## src/rtl/rv_fetch_pkg.sv

```systemverilog
// Shared types and constants for the instruction fetch front end.
package rv_fetch_pkg;

  localparam logic [31:0] INST_NOP         = 32'h0000_0013;
  localparam logic [31:0] RESET_PC_DEFAULT = 32'h0000_0000;

  typedef struct packed {
    logic [31:0] addr;
    logic [31:0] inst;
  } fetch_entry_t;

  function automatic logic [31:0] word_align(input logic [31:0] a);
    return {a[31:2], 2'b00};
  endfunction

endpackage

```

## src/rtl/ifq_fifo.sv

```systemverilog
// Small synchronous FIFO of fetch entries; head is read straight from storage.
module ifq_fifo
  import rv_fetch_pkg::*;
#(
  parameter int DEPTH = 4,
  localparam int AW = (DEPTH > 1) ? $clog2(DEPTH) : 1,
  localparam int CW = AW + 1
) (
  input  logic          clk,
  input  logic          rst,
  input  logic          push_i,
  input  fetch_entry_t  entry_i,
  input  logic          pop_i,
  input  logic          clear_i,
  output logic [CW-1:0] count_o,
  output fetch_entry_t  head_o
);

  fetch_entry_t  mem_q [DEPTH];
  logic [AW-1:0] wr_ptr_q, wr_ptr_d;
  logic [AW-1:0] rd_ptr_q, rd_ptr_d;
  logic [CW-1:0] count_q, count_d;
  logic          push_ok;
  logic          pop_ok;

  assign push_ok = push_i && (count_q < CW'(DEPTH));
  assign pop_ok  = pop_i && (count_q != '0);

  always_comb begin
    wr_ptr_d = wr_ptr_q;
    rd_ptr_d = rd_ptr_q;
    count_d  = count_q;
    if (clear_i) begin
      wr_ptr_d = '0;
      rd_ptr_d = '0;
      count_d  = '0;
    end else begin
      if (push_ok) wr_ptr_d = wr_ptr_q + AW'(1);
      if (pop_ok)  rd_ptr_d = rd_ptr_q + AW'(1);
      case ({push_ok, pop_ok})
        2'b10:   count_d = count_q + CW'(1);
        2'b01:   count_d = count_q - CW'(1);
        default: count_d = count_q;
      endcase
    end
  end

  always_ff @(posedge clk) begin
    if (rst) begin
      wr_ptr_q <= '0;
      rd_ptr_q <= '0;
      count_q  <= '0;
    end else begin
      wr_ptr_q <= wr_ptr_d;
      rd_ptr_q <= rd_ptr_d;
      count_q  <= count_d;
    end
  end

  // Storage carries no reset; validity is tracked by count_q alone.
  always_ff @(posedge clk) begin
    if (!rst && !clear_i && push_ok) begin
      mem_q[wr_ptr_q] <= entry_i;
    end
  end

  assign count_o = count_q;
  assign head_o  = mem_q[rd_ptr_q];

endmodule

```

## src/rtl/inst_fetch_queue.sv

```systemverilog
// Fetch front end: sequential single-outstanding ROM requests, redirect with
// discard of an in-flight response, and a small queue toward decode.
module inst_fetch_queue
  import rv_fetch_pkg::*;
#(
  parameter int          DEPTH    = 4,
  parameter logic [31:0] RESET_PC = RESET_PC_DEFAULT
) (
  input  logic        clk,
  input  logic        rst,
  output logic        rom_req_o,
  output logic [31:0] rom_addr_o,
  input  logic        rom_rvalid_i,
  input  logic [31:0] rom_rdata_i,
  output logic        inst_valid_o,
  output logic [31:0] inst_o,
  output logic [31:0] inst_addr_o,
  input  logic        inst_ready_i,
  input  logic        jump_en_i,
  input  logic [31:0] jump_addr_i
);

  localparam int AW = (DEPTH > 1) ? $clog2(DEPTH) : 1;
  localparam int CW = AW + 1;

  logic [31:0]   fetch_pc_q, fetch_pc_d;
  logic          outstanding_q, outstanding_d;
  logic          discard_q, discard_d;
  logic [31:0]   req_addr_q, req_addr_d;

  logic [CW-1:0] count;
  fetch_entry_t  head;
  fetch_entry_t  push_entry;
  logic          pop;
  logic          resp;
  logic          live;
  logic [CW:0]   occupancy;
  logic          req;
  logic          push;

  assign inst_valid_o = (count != '0);
  assign pop          = inst_valid_o && inst_ready_i;
  assign resp         = rom_rvalid_i && outstanding_q;
  assign live         = outstanding_q && !discard_q;

  // Slots already committed after this cycle's pop, counting the live request.
  assign occupancy = {1'b0, count} - (CW+1)'(pop) + (CW+1)'(live);
  assign req       = !rst && !jump_en_i && (!outstanding_q || rom_rvalid_i)
                     && (occupancy < (CW+1)'(DEPTH));
  assign push      = resp && !discard_q && !jump_en_i && !rst;

  assign push_entry = '{addr: req_addr_q, inst: rom_rdata_i};

  assign rom_req_o  = req;
  assign rom_addr_o = req ? fetch_pc_q : 32'h0;

  always_comb begin
    fetch_pc_d    = fetch_pc_q;
    outstanding_d = outstanding_q;
    discard_d     = discard_q;
    req_addr_d    = req_addr_q;
    if (jump_en_i) begin
      fetch_pc_d = word_align(jump_addr_i);
      if (resp) begin
        outstanding_d = 1'b0;
        discard_d     = 1'b0;
      end else if (outstanding_q) begin
        discard_d = 1'b1;
      end
    end else begin
      if (resp) begin
        outstanding_d = 1'b0;
        discard_d     = 1'b0;
      end
      if (req) begin
        outstanding_d = 1'b1;
        req_addr_d    = fetch_pc_q;
        fetch_pc_d    = fetch_pc_q + 32'd4;
      end
    end
  end

  always_ff @(posedge clk) begin
    if (rst) begin
      fetch_pc_q    <= RESET_PC;
      outstanding_q <= 1'b0;
      discard_q     <= 1'b0;
      req_addr_q    <= 32'h0;
    end else begin
      fetch_pc_q    <= fetch_pc_d;
      outstanding_q <= outstanding_d;
      discard_q     <= discard_d;
      req_addr_q    <= req_addr_d;
    end
  end

  ifq_fifo #(
    .DEPTH(DEPTH)
  ) u_fifo (
    .clk    (clk),
    .rst    (rst),
    .push_i (push),
    .entry_i(push_entry),
    .pop_i  (pop && !jump_en_i),
    .clear_i(jump_en_i),
    .count_o(count),
    .head_o (head)
  );

  assign inst_o      = inst_valid_o ? head.inst : INST_NOP;
  assign inst_addr_o = inst_valid_o ? head.addr : 32'h0;

endmodule

```

## config.mk

```make
export PLATFORM = sky130hd
export DESIGN_NAME = inst_fetch_queue
export DESIGN_NICKNAME = d
export VERILOG_FILES = /design/src/rtl/rv_fetch_pkg.sv /design/src/rtl/ifq_fifo.sv /design/src/rtl/inst_fetch_queue.sv
export SDC_FILE = /design/constraint.sdc
export NUM_CORES = 1
export LEC_CHECK = 0
export ABC_CLOCK_PERIOD_IN_PS = 3800
export CORE_ASPECT_RATIO = 1.1
export CORE_MARGIN = 1
export CORE_UTILIZATION = 55
export DETAILED_ROUTE_END_ITERATION = 7
export PLACE_DENSITY = 0.88
export REMOVE_ABC_BUFFERS = 1
export SYNTH_ARGS = -nofsm -noshare
export SYNTH_HDL_FRONTEND = slang
export SYNTH_SLANG_ARGS = --single-unit
```

## constraint.sdc

```tcl
create_clock -name clk -period 3.8 [get_ports clk]
set_input_delay 0.38 -clock clk [delete_from_list [all_inputs] [get_ports clk]]
set_output_delay 0.38 -clock clk [all_outputs]
set_load 0.005 [all_outputs]
```

# == Word level (Yosys, flattened, before mapping) ==
# Memory sizes are Yosys's and may differ from the RTL's. A register that Yosys moved wholly into a read port is not among the register bits.
# Index checks and enable logic that the tools add are counted.
# word_totals
mem_bits_ro,0
n_memories,1
wordCells,64
regBits,73
ram_bits,256
output_inout_bits,98
latch_bits,0
# memory_table
memory,depth,width,read_ports,rd_ports_with_merged_regs,write_ports,line_no,rtl
u_fifo.mem_q,4,64,1,1,1,ifq_fifo.sv:19,fetch_entry_t mem_q [DEPTH];
# op_classes
div,0
eq_ne,2
n_shift,0
reduce_logical,26
mux,17
order_cmp,2
mul,0
bitwise,1
n_addsub,7
# ops
cell,count
32-bit two-way mux,5
"32-bit by 3-bit adder with 32-bit output, second input constant",1
1-bit logical AND,13
1-bit two-way mux,9
2-bit nonzero test,4
3-bit case mux with 2 select lines,1
"2-bit by 1-bit adder with 2-bit output, second input constant",2
4-bit by 1-bit adder with 4-bit output,1
1-bit zero test,4
"4-bit by 3-bit less-than comparator with 1-bit output, second input constant",1
2-bit two-way mux,2
2-bit AND reduction,2
3-bit by 1-bit subtractor with 4-bit output,1
"3-bit by 1-bit adder with 3-bit output, second input constant",1
"3-bit less-than comparator, second input constant",1
3-bit nonzero test,1
"3-bit by 1-bit subtractor with 3-bit output, second input constant",1
"2-bit by 1-bit == test with 1-bit output, second input constant",1
"2-bit == test, second input constant",1
2-bit OR reduction,1
1-bit logical OR,1
1-bit NOT,1

# == Depth between registers and ports, before layout ==
# depth
ltp_word,8
ltp_mapped,13
depth_no_buf,12

# == Modules after synthesis ==
# Synthesis repeated with hierarchy kept, for this count alone.
# hier_totals
hier_cells,878
area_unflattened_um2,13457.9
# by_module_without_submodules
module,area_each_um2,n_inst,cells_each
ifq_fifo,9766.9,1,384
inst_fetch_queue,3691.0,1,494

# == Worst setup path after synthesis ==
# No wires, ideal clock.
# synth_timing
path_type,input -> register
from,input jump_en_i
to,"memory u_fifo.mem_q[1][0] (netlist bit), enable pin"
setup_time_ps,426
cell_stages,5
setup_slack_ps,270
required_ps,3374
arrival_time_ps,3104
cell_sequence,or2_1 > clkbuf_1 > clkbuf_1 > nor4_1 > and2_1
# synth_between
elab_chain_len,7
# synth_rtl
element,line_no,rtl
from (decl),inst_fetch_queue.sv:19,"input logic jump_en_i,"
1-bit zero test *,"ifq_fifo.sv:62, inst_fetch_queue.sv:50",
1-bit logical AND (2 in series),inst_fetch_queue.sv:50,assign push = resp && !discard_q && !jump_en_i && !rst;
1-bit logical AND,ifq_fifo.sv:26,assign push_ok = push_i && (count_q < CW'(DEPTH));
1-bit logical AND *,ifq_fifo.sv:62,if (!rst && !clear_i && push_ok) begin
1-bit two-way mux *,ifq_fifo.sv:62,
1-bit two-way mux (implied by the code) *,ifq_fifo.sv:63,mem_q[wr_ptr_q] <= entry_i;
to (decl),ifq_fifo.sv:19,
# Mark *: on every way between the ends. The rest lies on a longest branch, timed or not.

# == Worst setup path after layout ==
# layout_timing
from,register u_fifo.count_q[1] (netlist: u_fifo.count_o[1])
to,output rom_addr_o[7]
# layout_between
elab_chain_len,7
# layout_rtl
element,line_no,rtl
from (decl),ifq_fifo.sv:22,"logic [CW-1:0] count_q, count_d;"
from (signal assigned),ifq_fifo.sv:56,count_q <= count_d;
3-bit nonzero test,inst_fetch_queue.sv:41,assign inst_valid_o = (count != '0);
1-bit logical AND,inst_fetch_queue.sv:42,assign pop = inst_valid_o && inst_ready_i;
3-bit by 1-bit subtractor with 4-bit output *,inst_fetch_queue.sv:47,"assign occupancy = {1'b0, count} - (CW+1)'(pop) + (CW+1)'(live);"
4-bit by 1-bit adder with 4-bit output *,inst_fetch_queue.sv:47,
4-bit by 3-bit less-than comparator with 1-bit output *,inst_fetch_queue.sv:49,&& (occupancy < (CW+1)'(DEPTH));
1-bit logical AND *,inst_fetch_queue.sv:49,
32-bit two-way mux *,inst_fetch_queue.sv:55,assign rom_addr_o = req ? fetch_pc_q : 32'h0;
to (decl),inst_fetch_queue.sv:12,"output logic [31:0] rom_addr_o,"
# Marks and branches as above.

==> metrics <==
status complete, no violations; DR top layer met4; met2 WL 15,000 um; clock-pin slew on the worst setup and hold paths 0.07 ns; CTS tree done; Clock power frac 43.0%; reg2reg end fetch_pc_q[9]$_SDFFE_PP0P_; Comb pwr share 3.6%; maximum vdd drop 0.000365 V; pwr/cell area 439 nW/um^2; maximum number of pins on one net before global-route repair 66; Hold Path Class input pin to flip-flop; simple-gate share of the synthesized area 9.86%; Sequential Power Share 53.4%; number of vias per cell 5.97; core area 23,500 sq um; root buffer selected by CTS clkbuf_16; fraction of synthesized area in multiplexers 10.7%; post-route design area 16,400 sq um; Max stage delay cell, worst path clkdlybuf4s50_1; fill count 1,549; final setup fails 0; Top FF cell, synth edfxtp_1; Worst Path Arrival 3.34 ns; TritonRoute pass-1 iters 5; post-route clock period utilization 98.0%; Worst R2R Start u_fifo.count_o[1]$_SDFFE_PP0P_; P&R area growth vs syn 24.2%; critical path type flip-flop to output port; die area 24,600 sq um; DP HPWL 18,300 um; first-pass GRT wire length 45,000 um; Nets 1,129; Layout Utilization 69.5%; I/O Pins 167; RePlAce Congestion 0.813; vias in the first global route 8,270; Post-DP Area 15,200 sq um; fmax 269 MHz; RSZ-0062 raised after global routing yes; DR WL/cell 21.3 um; Final Skew 0.0114 ns; YS warnings 0; chip width 150 um; Worst-Margin Slew 0.903 ns; CTS Sinks 319; met3 WL 1890 um; share of layout cells above drive strength 1 16.2%; Distinct cells, synth 55; Mapped Cells 882; number of port buffers 160; Initial Util 55.9%; #FFs+latches synth 319; Sw Ratio 19.8%; Post-Synth XOR/XNOR Area 0.399%; Syn Area/Cell 14.9 sq um; GRT overflow 0; DR iter-0 viols 675; main combinational cell family by area after synthesis multiplexers; wirelength, routed 29,400 um; slowest stage delay, CP 0.51 ns; r2r worst-path depth 13; crit path time final 3.72 ns; sw power 1.42 mW; CTS Hold Bufs 0; R2R setup slack 0.66 ns; # Max-Cap Violations 0; fraction of the yosys area taken by sequential cells 67.4%; Compound-Gate Fraction of Synth Area 6.83%; # diodes 0; worst-path maximum fanout 11; die height 164 um; LEAKAGE 5.70 nW; Detail Route Antenna Nets 0; crit start category flip-flop; Critical path destination rom_addr_o[7]; DRC viols 0; vias 8,229; Rows 59; Total GRT Usage 24.3%; H-tree level count 1; M1 wire length 11,500 um; critical path cell sequence nor3_4 > inv_2 > and2_4 > ha_1 > inv_1 > ha_1 > or3b_2 > o22ai_4 > a21o_4 > buf_12 > nand3_1 > inv_1 > clkdlybuf4s50_1; setup TNS 0 ns; internal power 5.75 mW; data required time of the critical path 3.42 ns; final hold viol count 0; Synth Area in Adders 1.10%; Setup crit end kind output port; Syn Std Cell Area 13,200 sq um; slew margin rel. 39.8%; initial antenna violation count 0; Post-synth EDFFs 248; launch point of the critical path u_fifo.count_o[1]$_SDFFE_PP0P_; CTS max path bufs 3; TritonCTS Buffers 30; Async SR Flop Fraction 0%; Worst-Skew Late Latency 0.55 ns; Slew Limit Fails 0
## per-layer routing
layer	vias up	global-route usage, %
li1	3718	-
met1	4093	31.3
met2	352	41.7
met3	66	3.28
met4	0	9.55
met5	-	0
## area by class of cell
type	instances	area [sq um]	area share, %
Tap cell	305	382	2.33
Clock inverter	16	190	1.16
Multi-Input combinational cell	443	3870	23.7
Timing Repair Buffer	194	1950	11.9
Clock buffer	40	850	5.19
Inverter	61	229	1.40
Sequential cell	319	8880	54.3
## kinds of logic (layout without fill, tap and decap cells)
group | count (synthesis) | count (layout)
flops | 319 | 319
simple gates | 226 | 226
compound gates | 133 | 133
buf+inv | 123 | 311
mux | 63 | 63
fa+ha+maj | 11 | 11
xor+xnor | 6 | 6
other cells | 1 | 4
## flip-flops by register name, summed over array words and instances (netlist names), named ones only
signal and flops:
u_fifo.mem_q 248, fetch_pc_q 30, req_addr_q 30, u_fifo.count_o 3, u_fifo.rd_ptr_q 2, u_fifo.wr_ptr_q 2, discard_q 1, outstanding_q 1
## synth_stat cells (all sizes together), types with 11 or more instances
cell | n | area [sq um]
o21ai | 38 | 190
dfxtp | 71 | 1420
nand3 | 40 | 200
a311oi | 14 | 123
edfxtp | 248 | 7450
clkbuf | 47 | 176
and2 | 66 | 413
buf | 15 | 87.6
nor2 | 31 | 116
inv | 61 | 229
mux4 | 62 | 1400
a21oi | 36 | 184
nand2 | 18 | 67.6
nor4b | 11 | 96.3
a2111oi | 18 | 158
## power groups by stage
| stage | clock, mW | sequential, mW | combinational (mW) |
|---|---|---|---|
| 6_report | 3.08 | 3.83 | 0.259 |
| 5_1_grt | 3.25 | 3.84 | 0.280 |
| 4_1_cts | 3.12 | 3.83 | 0.257 |
| 2_1_floorplan | 0 | 3.89 | 0.0891 |
| 3_5_place_dp | 0 | 3.91 | 0.254 |
| 3_3_place_gp | 0 | 3.90 | 0.246 |
## placed cells by master, fill, tap and decap left out, types with 4 or more instances in the layout
cell type and count:
a2111oi_0 18, dfxtp_4 4, and2_1 61, nand4_1 9
nor2b_1 5, nor2_1 29, clkinv_2 8, clkbuf_16 32
or2_2 4, buf_4 26, bufinv_16 4, edfxtp_1 248
nor4_1 6, nor3_1 4, a21oi_1 35, ha_1 10
mux4_2 62, and2_4 5, buf_12 6, and4_1 8
clkdlybuf4s50_1 156, clkbuf_1 5, dfxtp_1 66, nand3_1 38
nor4b_1 11, or3_1 4, o31ai_1 4, o21ai_0 37
nand2_1 18, conb_1 4, a311oi_1 14, a211oi_1 7
clkbuf_8 4, inv_1 59, and3_1 7
## worst max-delay path: cells and delay by family, from the launching register on
kind	cells	cell delay, ns
buffers and inverters	5	0.90
AND/OR/NAND/NOR	4	0.81
flip-flops	1	0.38
AO/OA/AOI/OAI	2	0.36
adder cells (fa/ha/maj)	2	0.35
## repair_timing
item	CTS	global route
buffers inserted	1	0
cloned	1	1
endpoints found under the setup margin	31	30
pin swaps	2	1
resized for setup	7	13
## how the worst min path moves through the flow
stage / from / end / slack [ns] / depth (start not counted)
final: jump_addr_i[2] / fetch_pc_q[2]$_SDFFE_PP0P_ / 0.40 / 3
after global placement: req_addr_q[13]$_SDFFE_PP0P_ / u_fifo.mem_q[3][45]$_DFFE_PP_ / 0.47 / 0
after detailed placement: req_addr_q[6]$_SDFFE_PP0P_ / u_fifo.mem_q[3][38]$_DFFE_PP_ / 0.48 / 0
after CTS: jump_addr_i[2] / fetch_pc_q[2]$_SDFFE_PP0P_ / 0.39 / 3
after global routing: jump_addr_i[8] / fetch_pc_q[8]$_SDFFE_PP0P_ / 0.41 / 3
after floorplan: rst / req_addr_q[10]$_SDFFE_PP0P_ / 0.45 / 1
## metrics by stage
stage,instances,hold slack (ns),power (mW),worst slack (ns)
after floorplan,823,0.449,3.98,-0.154
after global placement,1319,0.466,4.15,0.127
after detailed placement,1319,0.481,4.16,0.0807
after CTS,1377,0.391,7.21,0.000922
after global routing,1378,0.412,7.37,-0.0252
final,1378,0.402,7.17,0.0764
No activity file was read; power rests on OpenSTA's default activity.
